File: config.mk
export PLATFORM = sky130hd
export DESIGN_NAME = pipe_ctrl_unit
export DESIGN_NICKNAME = d
export VERILOG_FILES = /design/src/rtl/pipe_ctrl_pkg.sv /design/src/rtl/ctrl_decode.sv /design/src/rtl/pipe_ctrl_unit.sv
export SDC_FILE = /design/constraint.sdc
export NUM_CORES = 1
export LEC_CHECK = 0
export ABC_AREA = 0
export BUFFER_PORTS_ARGS = -buffer_cell sky130_fd_sc_hd__buf_4
export CAP_MARGIN = 30
export CELL_PAD_IN_SITES_DETAIL_PLACEMENT = 0
export CELL_PAD_IN_SITES_GLOBAL_PLACEMENT = 1
export CORE_MARGIN = 2
export CORE_UTILIZATION = 37
export DETAILED_ROUTE_END_ITERATION = 12
export PLACE_DENSITY_LB_ADDON = 0.1
export SLEW_MARGIN = 20
export SYNTH_ARGS = -nofsm -noshare
export SYNTH_HDL_FRONTEND = slang
export SYNTH_SLANG_ARGS = --single-unit
File: constraint.sdc
create_clock -name clk -period 2.2 [get_ports clk]
set_input_delay 0.33 -clock clk [delete_from_list [all_inputs] [get_ports clk]]
set_output_delay 0.33 -clock clk [all_outputs]
set_load 0.005 [all_outputs]
File: src/rtl/pipe_ctrl_pkg.sv
// ============================================================================
// Module   : pipe_ctrl_pkg
// Brief    : Opcodes, functs, ALU control codes and the control bundle that is
//            carried down the pipeline.
// Revision : 1.0
// ============================================================================
`default_nettype none

package pipe_ctrl_pkg;

    localparam int RW_W  = 5;
    localparam int ALU_W = 3;

    localparam logic [5:0] OP_RTYPE = 6'b000000;
    localparam logic [5:0] OP_ADDI  = 6'b001000;
    localparam logic [5:0] OP_LW    = 6'b100011;
    localparam logic [5:0] OP_SW    = 6'b101011;
    localparam logic [5:0] OP_BEQ   = 6'b000100;
    localparam logic [5:0] OP_BNE   = 6'b000101;
    localparam logic [5:0] OP_BGTZ  = 6'b000111;

    localparam logic [5:0] FN_ADD  = 6'b100000;
    localparam logic [5:0] FN_ADDU = 6'b100001;
    localparam logic [5:0] FN_SUB  = 6'b100010;
    localparam logic [5:0] FN_SUBU = 6'b100011;
    localparam logic [5:0] FN_AND  = 6'b100100;
    localparam logic [5:0] FN_OR   = 6'b100101;
    localparam logic [5:0] FN_SLL  = 6'b000000;
    localparam logic [5:0] FN_SLT  = 6'b101010;
    localparam logic [5:0] FN_SLTU = 6'b101011;

    localparam logic [ALU_W-1:0] ALUCTR_AND  = 3'd0;
    localparam logic [ALU_W-1:0] ALUCTR_OR   = 3'd1;
    localparam logic [ALU_W-1:0] ALUCTR_ADD  = 3'd2;
    localparam logic [ALU_W-1:0] ALUCTR_SLT  = 3'd3;
    localparam logic [ALU_W-1:0] ALUCTR_ADDU = 3'd4;
    localparam logic [ALU_W-1:0] ALUCTR_SLL  = 3'd5;
    localparam logic [ALU_W-1:0] ALUCTR_SUB  = 3'd6;
    localparam logic [ALU_W-1:0] ALUCTR_SLTU = 3'd7;

    // One-hot branch kind inside ctrl_t.br
    localparam int BR_EQ  = 0;
    localparam int BR_NE  = 1;
    localparam int BR_GTZ = 2;

    typedef struct packed {
        logic             reg_dst;
        logic             alu_src;
        logic [ALU_W-1:0] alu_ctr;
        logic             mem_wr;
        logic             mem_to_reg;
        logic             reg_wr;
        logic             is_lw;
        logic [2:0]       br;
        logic [RW_W-1:0]  rw;
    } ctrl_t;

    localparam ctrl_t CTRL_BUBBLE = '0;

    // True when a stage writes a non-zero register that the reader is using.
    function automatic logic raw_hit(input logic rd_en, input logic [RW_W-1:0] r,
                                     input ctrl_t s);
        return rd_en && s.reg_wr && (s.rw != '0) && (s.rw == r);
    endfunction

endpackage

`default_nettype wire

File: src/rtl/ctrl_decode.sv
// ============================================================================
// Module   : ctrl_decode
// Brief    : Combinational ID-stage decode: instruction -> control bundle,
//            sign-extend select, illegal flag and register read set.
// Revision : 1.0
// ============================================================================
`default_nettype none

module ctrl_decode
    import pipe_ctrl_pkg::*;
#(
    parameter int INST_W = 32
) (
    input  logic [INST_W-1:0] inst,
    input  logic              inst_valid,
    output ctrl_t             ctrl,
    output logic              ext_op,
    output logic              illegal,
    output logic              rd_rs,
    output logic              rd_rt,
    output logic [RW_W-1:0]   rs,
    output logic [RW_W-1:0]   rt
);

    logic [5:0]      w_op;
    logic [5:0]      w_fn;
    logic [RW_W-1:0] w_rd;
    ctrl_t           w_ctrl;
    logic            w_legal;
    logic            w_ext;
    logic            w_rd_rt;
    logic            w_ok;

    assign w_op = inst[31:26];
    assign rs   = inst[25:21];
    assign rt   = inst[20:16];
    assign w_rd = inst[15:11];
    assign w_fn = inst[5:0];

    always_comb begin
        w_ctrl  = CTRL_BUBBLE;
        w_legal = 1'b0;
        w_ext   = 1'b0;
        w_rd_rt = 1'b0;
        case (w_op)
            OP_RTYPE: begin
                w_legal        = 1'b1;
                w_ctrl.reg_dst = 1'b1;
                w_ctrl.reg_wr  = 1'b1;
                w_rd_rt        = 1'b1;
                case (w_fn)
                    FN_ADD:  w_ctrl.alu_ctr = ALUCTR_ADD;
                    FN_ADDU: w_ctrl.alu_ctr = ALUCTR_ADDU;
                    FN_SUB:  w_ctrl.alu_ctr = ALUCTR_SUB;
                    FN_SUBU: w_ctrl.alu_ctr = ALUCTR_SUB;
                    FN_AND:  w_ctrl.alu_ctr = ALUCTR_AND;
                    FN_OR:   w_ctrl.alu_ctr = ALUCTR_OR;
                    FN_SLL:  w_ctrl.alu_ctr = ALUCTR_SLL;
                    FN_SLT:  w_ctrl.alu_ctr = ALUCTR_SLT;
                    FN_SLTU: w_ctrl.alu_ctr = ALUCTR_SLTU;
                    default: w_legal        = 1'b0;
                endcase
            end
            OP_ADDI: begin
                w_legal        = 1'b1;
                w_ext          = 1'b1;
                w_ctrl.alu_src = 1'b1;
                w_ctrl.reg_wr  = 1'b1;
                w_ctrl.alu_ctr = ALUCTR_ADD;
            end
            OP_LW: begin
                w_legal           = 1'b1;
                w_ext             = 1'b1;
                w_ctrl.alu_src    = 1'b1;
                w_ctrl.reg_wr     = 1'b1;
                w_ctrl.mem_to_reg = 1'b1;
                w_ctrl.is_lw      = 1'b1;
                w_ctrl.alu_ctr    = ALUCTR_ADD;
            end
            OP_SW: begin
                w_legal        = 1'b1;
                w_ext          = 1'b1;
                w_rd_rt        = 1'b1;
                w_ctrl.alu_src = 1'b1;
                w_ctrl.mem_wr  = 1'b1;
                w_ctrl.alu_ctr = ALUCTR_ADD;
            end
            OP_BEQ: begin
                w_legal          = 1'b1;
                w_rd_rt          = 1'b1;
                w_ctrl.br[BR_EQ] = 1'b1;
                w_ctrl.alu_ctr   = ALUCTR_SUB;
            end
            OP_BNE: begin
                w_legal          = 1'b1;
                w_rd_rt          = 1'b1;
                w_ctrl.br[BR_NE] = 1'b1;
                w_ctrl.alu_ctr   = ALUCTR_SUB;
            end
            OP_BGTZ: begin
                // rt field is $0, so rs - rt yields the sign/zero of rs
                w_legal           = 1'b1;
                w_ctrl.br[BR_GTZ] = 1'b1;
                w_ctrl.alu_ctr    = ALUCTR_SUB;
            end
            default: w_legal = 1'b0;
        endcase
        w_ctrl.rw = w_ctrl.reg_dst ? w_rd : rt;
    end

    assign w_ok    = inst_valid & w_legal;
    assign ctrl    = w_ok ? w_ctrl : CTRL_BUBBLE;
    assign ext_op  = w_ok & w_ext;
    assign illegal = inst_valid & ~w_legal;
    assign rd_rs   = w_ok;
    assign rd_rt   = w_ok & w_rd_rt;

endmodule

`default_nettype wire

File: src/rtl/pipe_ctrl_unit.sv
// ============================================================================
// Module   : pipe_ctrl_unit
// Brief    : 5-stage pipeline control/hazard unit: ID/EX, EX/MEM, MEM/WB control
//            registers, RAW/load-use stall, branch flush, WB bypass and optional
//            EX operand forwarding (enabled by defining FORWARDING_EN).
// Revision : 1.0
// ============================================================================
`default_nettype none

module pipe_ctrl_unit
    import pipe_ctrl_pkg::*;
#(
    parameter int INST_W   = 32,
    parameter int REG_AW   = 5,
    parameter int ALUCTR_W = 3
) (
    input  logic                clk,
    input  logic                rst_n,
    input  logic [INST_W-1:0]   inst_id,
    input  logic                inst_valid,
    input  logic                equal_ex,
    input  logic                sign_ex,
    output logic                ext_op_id,
    output logic                illegal_id,
    output logic                stall_if,
    output logic                flush,
    output logic                npc_sel_ex,
    output logic                reg_dst_ex,
    output logic                alu_src_ex,
    output logic [ALUCTR_W-1:0] alu_ctr_ex,
    output logic                mem_wr_mem,
    output logic                mem_to_reg_wb,
    output logic                reg_wr_wb,
    output logic [REG_AW-1:0]   rw_wb,
    output logic                id_byp_a,
    output logic                id_byp_b,
    output logic [1:0]          fwd_a_sel,
    output logic [1:0]          fwd_b_sel
);

    ctrl_t           w_dec;
    logic            w_dec_ext;
    logic            w_dec_ill;
    logic            w_rd_rs;
    logic            w_rd_rt;
    logic [RW_W-1:0] w_rs;
    logic [RW_W-1:0] w_rt;

    ctrl_t r_idex;
    ctrl_t r_exmem;
    ctrl_t r_memwb;

    logic w_hit_ex;
    logic w_hit_mem;
    logic w_hazard;
    logic w_taken;
    logic w_kill_id;

    ctrl_decode #(
        .INST_W (INST_W)
    ) u_decode (
        .inst       (inst_id),
        .inst_valid (inst_valid),
        .ctrl       (w_dec),
        .ext_op     (w_dec_ext),
        .illegal    (w_dec_ill),
        .rd_rs      (w_rd_rs),
        .rd_rt      (w_rd_rt),
        .rs         (w_rs),
        .rt         (w_rt)
    );

    assign w_hit_ex  = raw_hit(w_rd_rs, w_rs, r_idex)  | raw_hit(w_rd_rt, w_rt, r_idex);
    assign w_hit_mem = raw_hit(w_rd_rs, w_rs, r_exmem) | raw_hit(w_rd_rt, w_rt, r_exmem);

    assign w_taken = (r_idex.br[BR_EQ]  &  equal_ex)
                   | (r_idex.br[BR_NE]  & ~equal_ex)
                   | (r_idex.br[BR_GTZ] & ~(equal_ex | sign_ex));

`ifdef FORWARDING_EN
    logic [1:0] r_fwd_a;
    logic [1:0] r_fwd_b;
    logic [1:0] w_fwd_a_nxt;
    logic [1:0] w_fwd_b_nxt;

    assign w_hazard = r_idex.is_lw & w_hit_ex;

    // Selects are resolved in ID: today's EX becomes MEM and today's MEM becomes WB.
    always_comb begin
        w_fwd_a_nxt = 2'b00;
        w_fwd_b_nxt = 2'b00;
        if (raw_hit(w_rd_rs, w_rs, r_idex))       w_fwd_a_nxt = 2'b01;
        else if (raw_hit(w_rd_rs, w_rs, r_exmem)) w_fwd_a_nxt = 2'b10;
        if (raw_hit(w_rd_rt, w_rt, r_idex))       w_fwd_b_nxt = 2'b01;
        else if (raw_hit(w_rd_rt, w_rt, r_exmem)) w_fwd_b_nxt = 2'b10;
    end

    always_ff @(posedge clk) begin
        if (!rst_n || w_kill_id) begin
            r_fwd_a <= 2'b00;
            r_fwd_b <= 2'b00;
        end else begin
            r_fwd_a <= w_fwd_a_nxt;
            r_fwd_b <= w_fwd_b_nxt;
        end
    end

    assign fwd_a_sel = r_fwd_a;
    assign fwd_b_sel = r_fwd_b;
`else
    assign w_hazard  = w_hit_ex | w_hit_mem;
    assign fwd_a_sel = 2'b00;
    assign fwd_b_sel = 2'b00;
`endif

    assign w_kill_id = w_hazard | w_taken;

    always_ff @(posedge clk) begin
        if (!rst_n) begin
            r_idex  <= CTRL_BUBBLE;
            r_exmem <= CTRL_BUBBLE;
            r_memwb <= CTRL_BUBBLE;
        end else begin
            r_idex  <= w_kill_id ? CTRL_BUBBLE : w_dec;
            r_exmem <= r_idex;
            r_memwb <= r_exmem;
        end
    end

    // Combinational outputs are held low while reset is asserted.
    assign ext_op_id  = rst_n & w_dec_ext;
    assign illegal_id = rst_n & w_dec_ill;
    assign npc_sel_ex = rst_n & w_taken;
    assign flush      = rst_n & w_taken;
    assign stall_if   = rst_n & w_hazard & ~w_taken;
    assign id_byp_a   = rst_n & raw_hit(w_rd_rs, w_rs, r_memwb);
    assign id_byp_b   = rst_n & raw_hit(w_rd_rt, w_rt, r_memwb);

    assign reg_dst_ex    = r_idex.reg_dst;
    assign alu_src_ex    = r_idex.alu_src;
    assign alu_ctr_ex    = r_idex.alu_ctr;
    assign mem_wr_mem    = r_exmem.mem_wr;
    assign mem_to_reg_wb = r_memwb.mem_to_reg;
    assign reg_wr_wb     = r_memwb.reg_wr;
    assign rw_wb         = r_memwb.rw;

endmodule

`default_nettype wire

==> impl_metrics.yaml, run 1 <==
setup_path:
  arrival_ps: 1900
  cpPeakStageDelay_ps: 530
  crit_path_end_kind: "output pin"
  crit_path_top_delay_cell: "or4_4"
  crit_buf_inv: 1
  crit_required_ps: 1870
  critical_path_peak_fanout: 2
  cp_top_family: "simple AND/OR/NAND/NOR gates"
  cp-start-kind: "flip-flop"
  r2r_start: "r_idex[0]"
  path_cells: "or4_4 > o21a_1 > nand4_2 > nand3_4 > o221a_1 > buf_4"
  crit_start: "r_idex[0]"
  path_class: "reg2out"
synthesis:
  syn_area_um2: 1860
  seq_area_frac_synth: 0.334
  synth_area_leaders: "dfxtp_1 (33%), xor2_1 (10%), nor3_2 (5.4%)"
  synth_top_area_share: 0.334
  synth_warnings: 0
  synth_flop_cell: "dfxtp_1"
  yosysTopAreaCell: "dfxtp_1"
  synthDistinctLibCells: 48
  synthCells: 197
  syn_avg_cell_area_um2: 9.43
  synthArstFlopShare: 0
  synth_edf_count: 0
  ys_seq_elements: 31
clocking:
  cts_tree: "done"
  cts_buffers: 5
  h-tree-depth: 2
  cts_max_path_buffers: 2
  clk_pin_slew_ps: 70
  clock_sink_count: 31
  clockRootBuffer: "clkbuf_8"
  clock_latency_ps: 280
place:
  place_hpwl_mm: 3.57
  io_buffer_count: 51
  placed_cells: 317
  pre_cts_ws_ps: 127
  routabilityCongestion: 0.840
floorplanning:
  fp.dieH_um: 74.9
  start_util: 0.388
  die_w_um: 74.9
  dieArea_um2: 5600
  num_rows: 25
  core_um2: 4790
  ios: 61
layout:
  antenna_cells: 0
  area_growth_pct: 32.6
  final_cells: 328
  nets: 297
  drive_gt1_frac: 0.383
sta:
  finClkSkew_ps: 8.51
  final_max_slew_viol_count: 0
  min_period_ps: 2230
  setup_viol: 1
  setup_ws_ps: -27.0
  rsz0062_at_grt: "true"
  hold_slack_ps: 316
  tns_ps: -27.0
  clock.fmax_mhz: 449
  min_period_over_period: 1.01
  hold_violations: 0
grt:
  grt_pass1_vias: 1527
  grt_overflow: 0
  antenna_found_initial: 0
  grt_pass1_wl_mm: 7.60
  grtUsageTotal: 0.181
  grt_start_max_net_pins: 19
route:
  drt-pass1-iter-count: 4
  vias: 1573
  wl_per_cell_um: 14.2
  wl_mm: 4.67
  drc_errors: 0
  drtAntennaViolNets: 0
  via_per_inst: 4.80
  drt-initial-drc-count: 96
status:
  failed_checks: "negative setup slack"
  status: "finished with violations"
power:
  ir_drop_uv: 425
  power.density_nw_per_um2: 497
  p_leak_nw: 1.07
min_path:
  min_from: "inst_id[14]"
  hp-class: "in2reg"
flow_run:
  maxCapViolations: 0
[state kept, by name (all words and copies together) (netlist names)]
register,flops
r_exmem,7
mem_to_reg_wb,1
alu_ctr_ex,3
reg_dst_ex,1
r_idex,11
reg_wr_wb,1
alu_src_ex,1
rw_wb,5
mem_wr_mem,1
[cell usage after synthesis, types with 2 or more instances]
library cell	count
and2_1	15
and3_1	2
buf_4	8
buf_6	2
dfxtp_1	31
inv_1	2
mux2i_1	5
nand2_1	7
nand2b_1	4
nand3_1	5
nand3_4	2
nor2_1	13
nor2_2	3
nor2b_1	5
nor3_1	10
nor3_2	10
nor4_1	6
nor4b_2	2
o2111ai_2	2
o21a_1	2
o21ai_0	3
o22ai_1	2
or2_1	2
or4_1	2
xnor2_1	8
xor2_1	22
[what timing repair did]
action / CTS / global route
endpoints found under the setup margin: 1 / 2
resized for setup: 2 / 3
cloned: 0 / 0
hold buffers: 0 / 0
hold endpoints to repair: 0 / 0
setup buffers: 2 / 1
pin swaps: 3 / 1
[worst paths after layout]
check                                   to  slack, ps  depth (start not counted)
worst max-delay path              stall_if        -30                          6
worst min-delay path             r_idex[3]        320                          3
worst min register to register  mem_wr_mem        440                          1
worst max register to register   r_idex[4]        170                          8
[worst register-to-register path, stage by stage (launching register included)]
cell and delay [ps]:
dfxtp_2 330, or4_4 530, o21a_1 220, buf_4 140, buf_4 120, o2111ai_2 80, o211ai_4 180, buf_4 220
nor3_2 150
[metal layers]
layer,global-route usage,share of wire,vias up
li1,-,-,808
met5,0,0,-
met1,0.270,0.53,721
met4,0.0476,0.0064,0
met3,0.0415,0.048,5
met2,0.260,0.41,39
[power breakdown]
part	total (mW)	switching [mW]	internal (mW)
sequential	0.565	0.00189	0.563
combinational	0.172	0.0889	0.0831
clock	0.487	0.202	0.285
total	1.22	0.293	0.931
[area by class of cell]
cell class	instances	area [µm²]
Sequential cell	31	626
Clock buffer	8	100
Fill cell	494	2320
Tap cell	67	83.8
Timing Repair Buffer	65	488
Inverter	2	7.51
Multi-Input combinational cell	155	1160
[layout by cell type (no fill, tap or decap), types with 2 or more instances in the layout]
master	n
and3_1	2
nand3_4	2
nor2b_1	5
nand2_1	7
inv_1	2
nor2_1	13
nor2_2	3
o22ai_1	2
clkbuf_8	7
or4_1	2
o21ai_0	3
buf_4	65
mux2i_1	5
and2_1	15
nand3_1	5
dfxtp_2	4
xor2_1	22
dfxtp_1	27
o2111ai_2	2
conb_1	4
nor4_1	6
o21a_1	2
or2_1	2
nor3_2	10
nor3_1	10
nand2b_1	4
xnor2_1	8
[through the flow]
stage	power [mW]	cell area, µm²	util
finish	1.22	2460	0.515
global route	1.28	2460	0.515
CTS	1.24	2440	0.511
detailed placement	0.747	2330	0.486
global placement	0.747	2330	0.486
floorplan	0.661	1870	-
[kinds of logic after synthesis]
group                    after synthesis  synth area share
AND/OR/NAND/NOR                       96             0.341
buffers and inverters                 14            0.0532
adder cells (fa/ha/maj)                1           0.00539
XOR/XNOR                              30             0.141
flip-flops                            31             0.334
other                                  1           0.00202
multiplexers                           5            0.0269
AO/OA/AOI/OAI                         19            0.0956
Note: power is estimated with default switching activity, not from simulation.
==> run 2, diff against run 1 <==
- SYNTH_HIERARCHICAL: not set -> 1
==> impl_metrics.yaml, run 2 <==
status:
  status: "finished with violations"
  failed_checks: "negative setup slack"
setup_path:
  crit_required_ps: 1870
  critical_path_peak_fanout: 3
  cpPeakStageDelay_ps: 440
  arrival_ps: 2480
  crit_path_top_delay_cell: "or4_4"
  path_cells: "buf_6 > or3_4 > or4_4 > o221ai_4 > nand2_2 > nor3_2 > buf_4 > nand2_2 > o22ai_1 > nand2b_1 > a31oi_4 > buf_6"
  path_class: "in2out"
  cp_top_family: "simple AND/OR/NAND/NOR gates"
  crit_path_end_kind: "output pin"
  crit_buf_inv: 3
  cp-start-kind: "primary input"
sta:
  clock.fmax_mhz: 356
  hold_violations: 0
  min_period_ps: 2810
  rsz0062_at_grt: "true"
  final_max_slew_viol_count: 0
  tns_ps: -4590
  setup_viol: 20
  hold_slack_ps: 420
  setup_ws_ps: -611
  finClkSkew_ps: 4.66
  min_period_over_period: 1.28
grt:
  grtUsageTotal: 0.174
  grt_start_max_net_pins: 21
  grt_pass1_wl_mm: 8.26
  grt_pass1_vias: 1779
  antenna_found_initial: 0
  grt_overflow: 0
synthesis:
  synth_area_leaders: "dfxtp_1 (31%), xnor2_1 (11%), buf_4 (7.5%)"
  synth_flop_cell: "dfxtp_1"
  yosysMostFrequentCell: "dfxtp_1"
  ys_seq_elements: 31
  seq_area_frac_synth: 0.311
  yosysTopAreaCell: "dfxtp_1"
  synthArstFlopShare: 0
  synth_common_cells: "dfxtp_1 (31), xnor2_1 (26), nor2_1 (25), buf_4 (20), and2_1 (18)"
  synth_top_area_share: 0.311
  syn_avg_cell_area_um2: 8.04
  synthCells: 248
  synthDistinctLibCells: 45
  syn_area_um2: 1990
  synth_edf_count: 0
  synth_warnings: 6
place:
  pre_cts_ws_ps: -614
  place_area_um2: 2510
  place_hpwl_mm: 3.62
  placed_cells: 372
  routabilityCongestion: 0.752
  io_buffer_count: 51
power:
  power.density_nw_per_um2: 476
  ir_drop_uv: 302
  power_mw: 1.36
  p_leak_nw: 1.19
route:
  vias: 1807
  via_per_inst: 4.60
  wl_mm: 4.90
  wl_per_cell_um: 12.5
  drt-initial-drc-count: 88
  drc_errors: 0
  drt-pass1-iter-count: 4
  drtAntennaViolNets: 0
floorplanning:
  die_w_um: 77.4
  ios: 61
  start_util: 0.388
  dieArea_um2: 5990
  fp.dieH_um: 77.4
  num_rows: 26
  core_um2: 5140
layout:
  regArea_um2: 621
  final_cell_mix: "buf_4 (77), dfxtp_1 (31), xnor2_1 (26), nor2_1 (24), and2_1 (17)"
  largest-register: "r_idex"
  final_cells: 393
  drive_gt1_frac: 0.409
  layout_commonest_cell: "buf_4"
  area_growth_pct: 43.2
  antenna_cells: 0
  fill_cells: 514
  nets: 359
  post-route-util: 0.556
  multi_input_area_um2: 1230
  stdcell_area_um2: 2860
  largest_reg_flops: 11
clocking:
  cts_buffers: 5
  cts_hold_buf: 0
  clockRootBuffer: "clkbuf_8"
  clk_pin_slew_ps: 70
  clock_sink_count: 31
  clock_latency_ps: 280
  h-tree-depth: 2
  cts_max_path_buffers: 2
  cts_tree: "done"
min_path:
  hp-class: "in2reg"
flow_run:
  maxCapViolations: 0
-- run 2: changes by cell type in the layout (fill, tap and decap cells not counted), moves of 6 or more --
cell     before  now
xnor2_1       8   26
nand3_1       5   16
xor2_1       22    4
nor2_1       13   24
nor3_2       10    4
buf_4        65   77
nor2_2        3   10
buf_6         0   14
a21oi_1       1    7
-- run 2: path summary, 6_finish.rpt --
path / start / endpoint / slack (ps) / cells past startpoint
max: inst_id[28] / stall_if / -610 / 12
min: rst_n / rw_wb[4] / 420 / 2
max reg2reg: r_idex[0] / alu_ctr_ex[1] / 330 / 6
min reg2reg: r_exmem[10] / mem_to_reg_wb / 430 / 1
-- run 2: layout make-up --
type	count	share of cell area
Sequential cell	31	0.217
Clock inverter	2	0.0123
Inverter	6	0.00876
Timing Repair Buffer	93	0.272
Multi-Input combinational cell	185	0.431
Tap cell	70	0.0307
Clock buffer	6	0.0289
-- run 2: worst reg2reg max path, delay by kind of cell (launching register included) --
kind / cells / cell delay [ps]
AO/OA/AOI/OAI: 1 / 160
buffers and inverters: 1 / 180
flip-flops: 1 / 340
AND/OR/NAND/NOR: 4 / 1130
-- run 2: kinds of logic after synthesis --
logic type | share of synthesized area
buffers and inverters | 0.115
other | 0.00188
and+or+nand+nor | 0.340
adders and majority gates | 0.00502
DFF | 0.311
xor gates and xnor gates | 0.132
muxes | 0.0251
AOI/OAI and AO/OA | 0.0703
-- run 2: routing by layer --
| metal | global-route usage | up-vias | share of wire | routed length, µm |
|---|---|---|---|---|
| met4 | 0.0429 | 0 | 0.010 | 49 |
| li1 | - | 959 | - | - |
| met5 | 0 | - | 0 | 0 |
| met2 | 0.283 | 47 | 0.46 | 2240 |
| met1 | 0.229 | 794 | 0.48 | 2350 |
| met3 | 0.0477 | 7 | 0.055 | 269 |
-- run 2: timing repair --
item / CTS / global route
resized for setup: 31 / 2
pin swaps: 3 / 2
hold endpoints to repair: 0 / 0
setup endpoints to repair: 20 / 21
buffers inserted: 15 / 3
-- run 2: where the power goes --
part           switching (mW)  leakage, nW  internal (mW)
clock network           0.213       0.0612          0.366
logic                  0.0993        0.879          0.117
registers             0.00186        0.250          0.563
total                   0.314         1.19           1.05
==> run 3, diff against run 2 <==
--- a/config.mk
+++ b/config.mk
@@ -16,2 +16,3 @@
 export PLACE_DENSITY_LB_ADDON = 0.1
+export RECOVER_POWER = 50
 export SLEW_MARGIN = 20
==> constraint.sdc (replaced) <==
create_clock -name clk -period 2.2 [get_ports clk]
set_input_delay 0.22 -clock clk [delete_from_list [all_inputs] [get_ports clk]]
set_output_delay 0.22 -clock clk [all_outputs]
set_load 0.005 [all_outputs]
==> impl_metrics.yaml, run 3 (synthesis results as in run 2) <==
status:
  status: "finished with violations"
  failed_checks: "negative setup slack"
layout:
  largest-register: "r_idex"
  drive_gt1_frac: 0.366
  area_growth_pct: 32.8
  layout_commonest_cell: "buf_4"
  largest_reg_flops: 11
  nets: 343
  final_cell_mix: "buf_4 (68), dfxtp_1 (31), xnor2_1 (26), nor2_1 (24), nand3_1 (17)"
  antenna_cells: 0
route:
  vias: 1760
  drt-pass1-iter-count: 4
  via_per_inst: 4.68
  drt-initial-drc-count: 53
  drc_errors: 0
  wl_mm: 4.75
  wl_per_cell_um: 12.6
  drtAntennaViolNets: 0
floorplanning:
  num_rows: 26
  fp.dieH_um: 77.4
  dieArea_um2: 5990
  core_um2: 5140
  start_util: 0.388
  die_w_um: 77.4
  ios: 61
clocking:
  clockRootBuffer: "clkbuf_8"
  clock_sink_count: 31
  cts_max_path_buffers: 2
  clk_pin_slew_ps: 60
  h-tree-depth: 2
  cts_tree: "done"
  clock_latency_ps: 280
  cts_buffers: 5
setup_path:
  crit_required_ps: 1980
  critical_path_peak_fanout: 3
  crit_buf_inv: 3
  cpMostUsedCell: "buf_4"
  crit_path_top_delay_cell: "or4_4"
  arrival_ps: 2260
  path_cells: "buf_6 > or3_4 > or4_4 > o221ai_4 > nand2_2 > nor3_2 > buf_4 > nand2_1 > o22ai_1 > nand2b_1 > a31oi_1 > buf_4"
  cpPeakStageDelay_ps: 440
  path_class: "in2out"
  crit_path_end_kind: "output pin"
  cp-start-kind: "primary input"
  cp_top_family: "simple AND/OR/NAND/NOR gates"
grt:
  antenna_found_initial: 0
  grtUsageTotal: 0.170
  grt_pass1_vias: 1718
  grt_start_max_net_pins: 21
  grt_overflow: 0
  grt_pass1_wl_mm: 8.06
power:
  power.density_nw_per_um2: 455
  ir_drop_uv: 276
  power_mw: 1.21
  p_leak_nw: 1.08
sta:
  final_max_slew_viol_count: 0
  clock.fmax_mhz: 403
  min_period_over_period: 1.13
  finClkSkew_ps: 6.41
  hold_slack_ps: 294
  hold_violations: 0
  setup_viol: 2
  setup_ws_ps: -283
  rsz0062_at_grt: "true"
  min_period_ps: 2480
flow_run:
  maxCapViolations: 0
place:
  pre_cts_ws_ps: -352
  io_buffer_count: 51
  place_hpwl_mm: 3.63
  routabilityCongestion: 0.842
min_path:
  hp-class: "in2reg"
## run 3: layout make-up
class / count / area (µm²)
clock buffers: 6 / 82.6
clock inverters: 1 / 5.00
fillers: 517 / 2490
inverters: 6 / 25.0
multi-input cells: 185 / 1210
flip-flops and latches: 31 / 621
well taps: 70 / 87.6
repair buffers: 77 / 621
## run 3: per-stage QoR
step           utilization  cells  TNS [ps]  cell area [µm²]
3_3_place_gp         0.473    363     -4620             2430
3_5_place_dp         0.473    363     -5660             2430
6_report             0.515    376      -523             2650
5_1_grt              0.515    376     -1320             2650
4_1_cts              0.515    375      -619             2650
2_1_floorplan            -    251     -2930             2030
## run 3: final timing paths
check,startpoint,depth (start not counted),slack [ps],to
min reg2reg,r_idex[10],1,450,r_exmem[10]
max,inst_id[28],12,-280,stall_if
max reg2reg,r_idex[0],6,300,alu_ctr_ex[1]
min,rst_n,2,290,rw_wb[4]
## run 3: layer usage
layer,GRT usage,routed length [µm],up-vias,part of all wire
met3,0.0442,272,6,0.057
met4,0.0696,63,0,0.013
met5,0,0,-,0
met2,0.251,2070,48,0.44
met1,0.233,2350,783,0.49
li1,-,-,923,-
## run 3: power breakdown
part	internal (mW)	switching, mW	total, mW
Clock	0.245	0.196	0.440
Sequential	0.563	0.00190	0.565
Combinational	0.106	0.0944	0.201
## run 3: what timing repair did
action / 4_1_cts / 5_1_grt
endpoints found under the setup margin: 20 / 20
hold buffers: 0 / 0
pin swaps: 4 / 6
buffers inserted: 5 / 3
gates resized for setup: 21 / 3
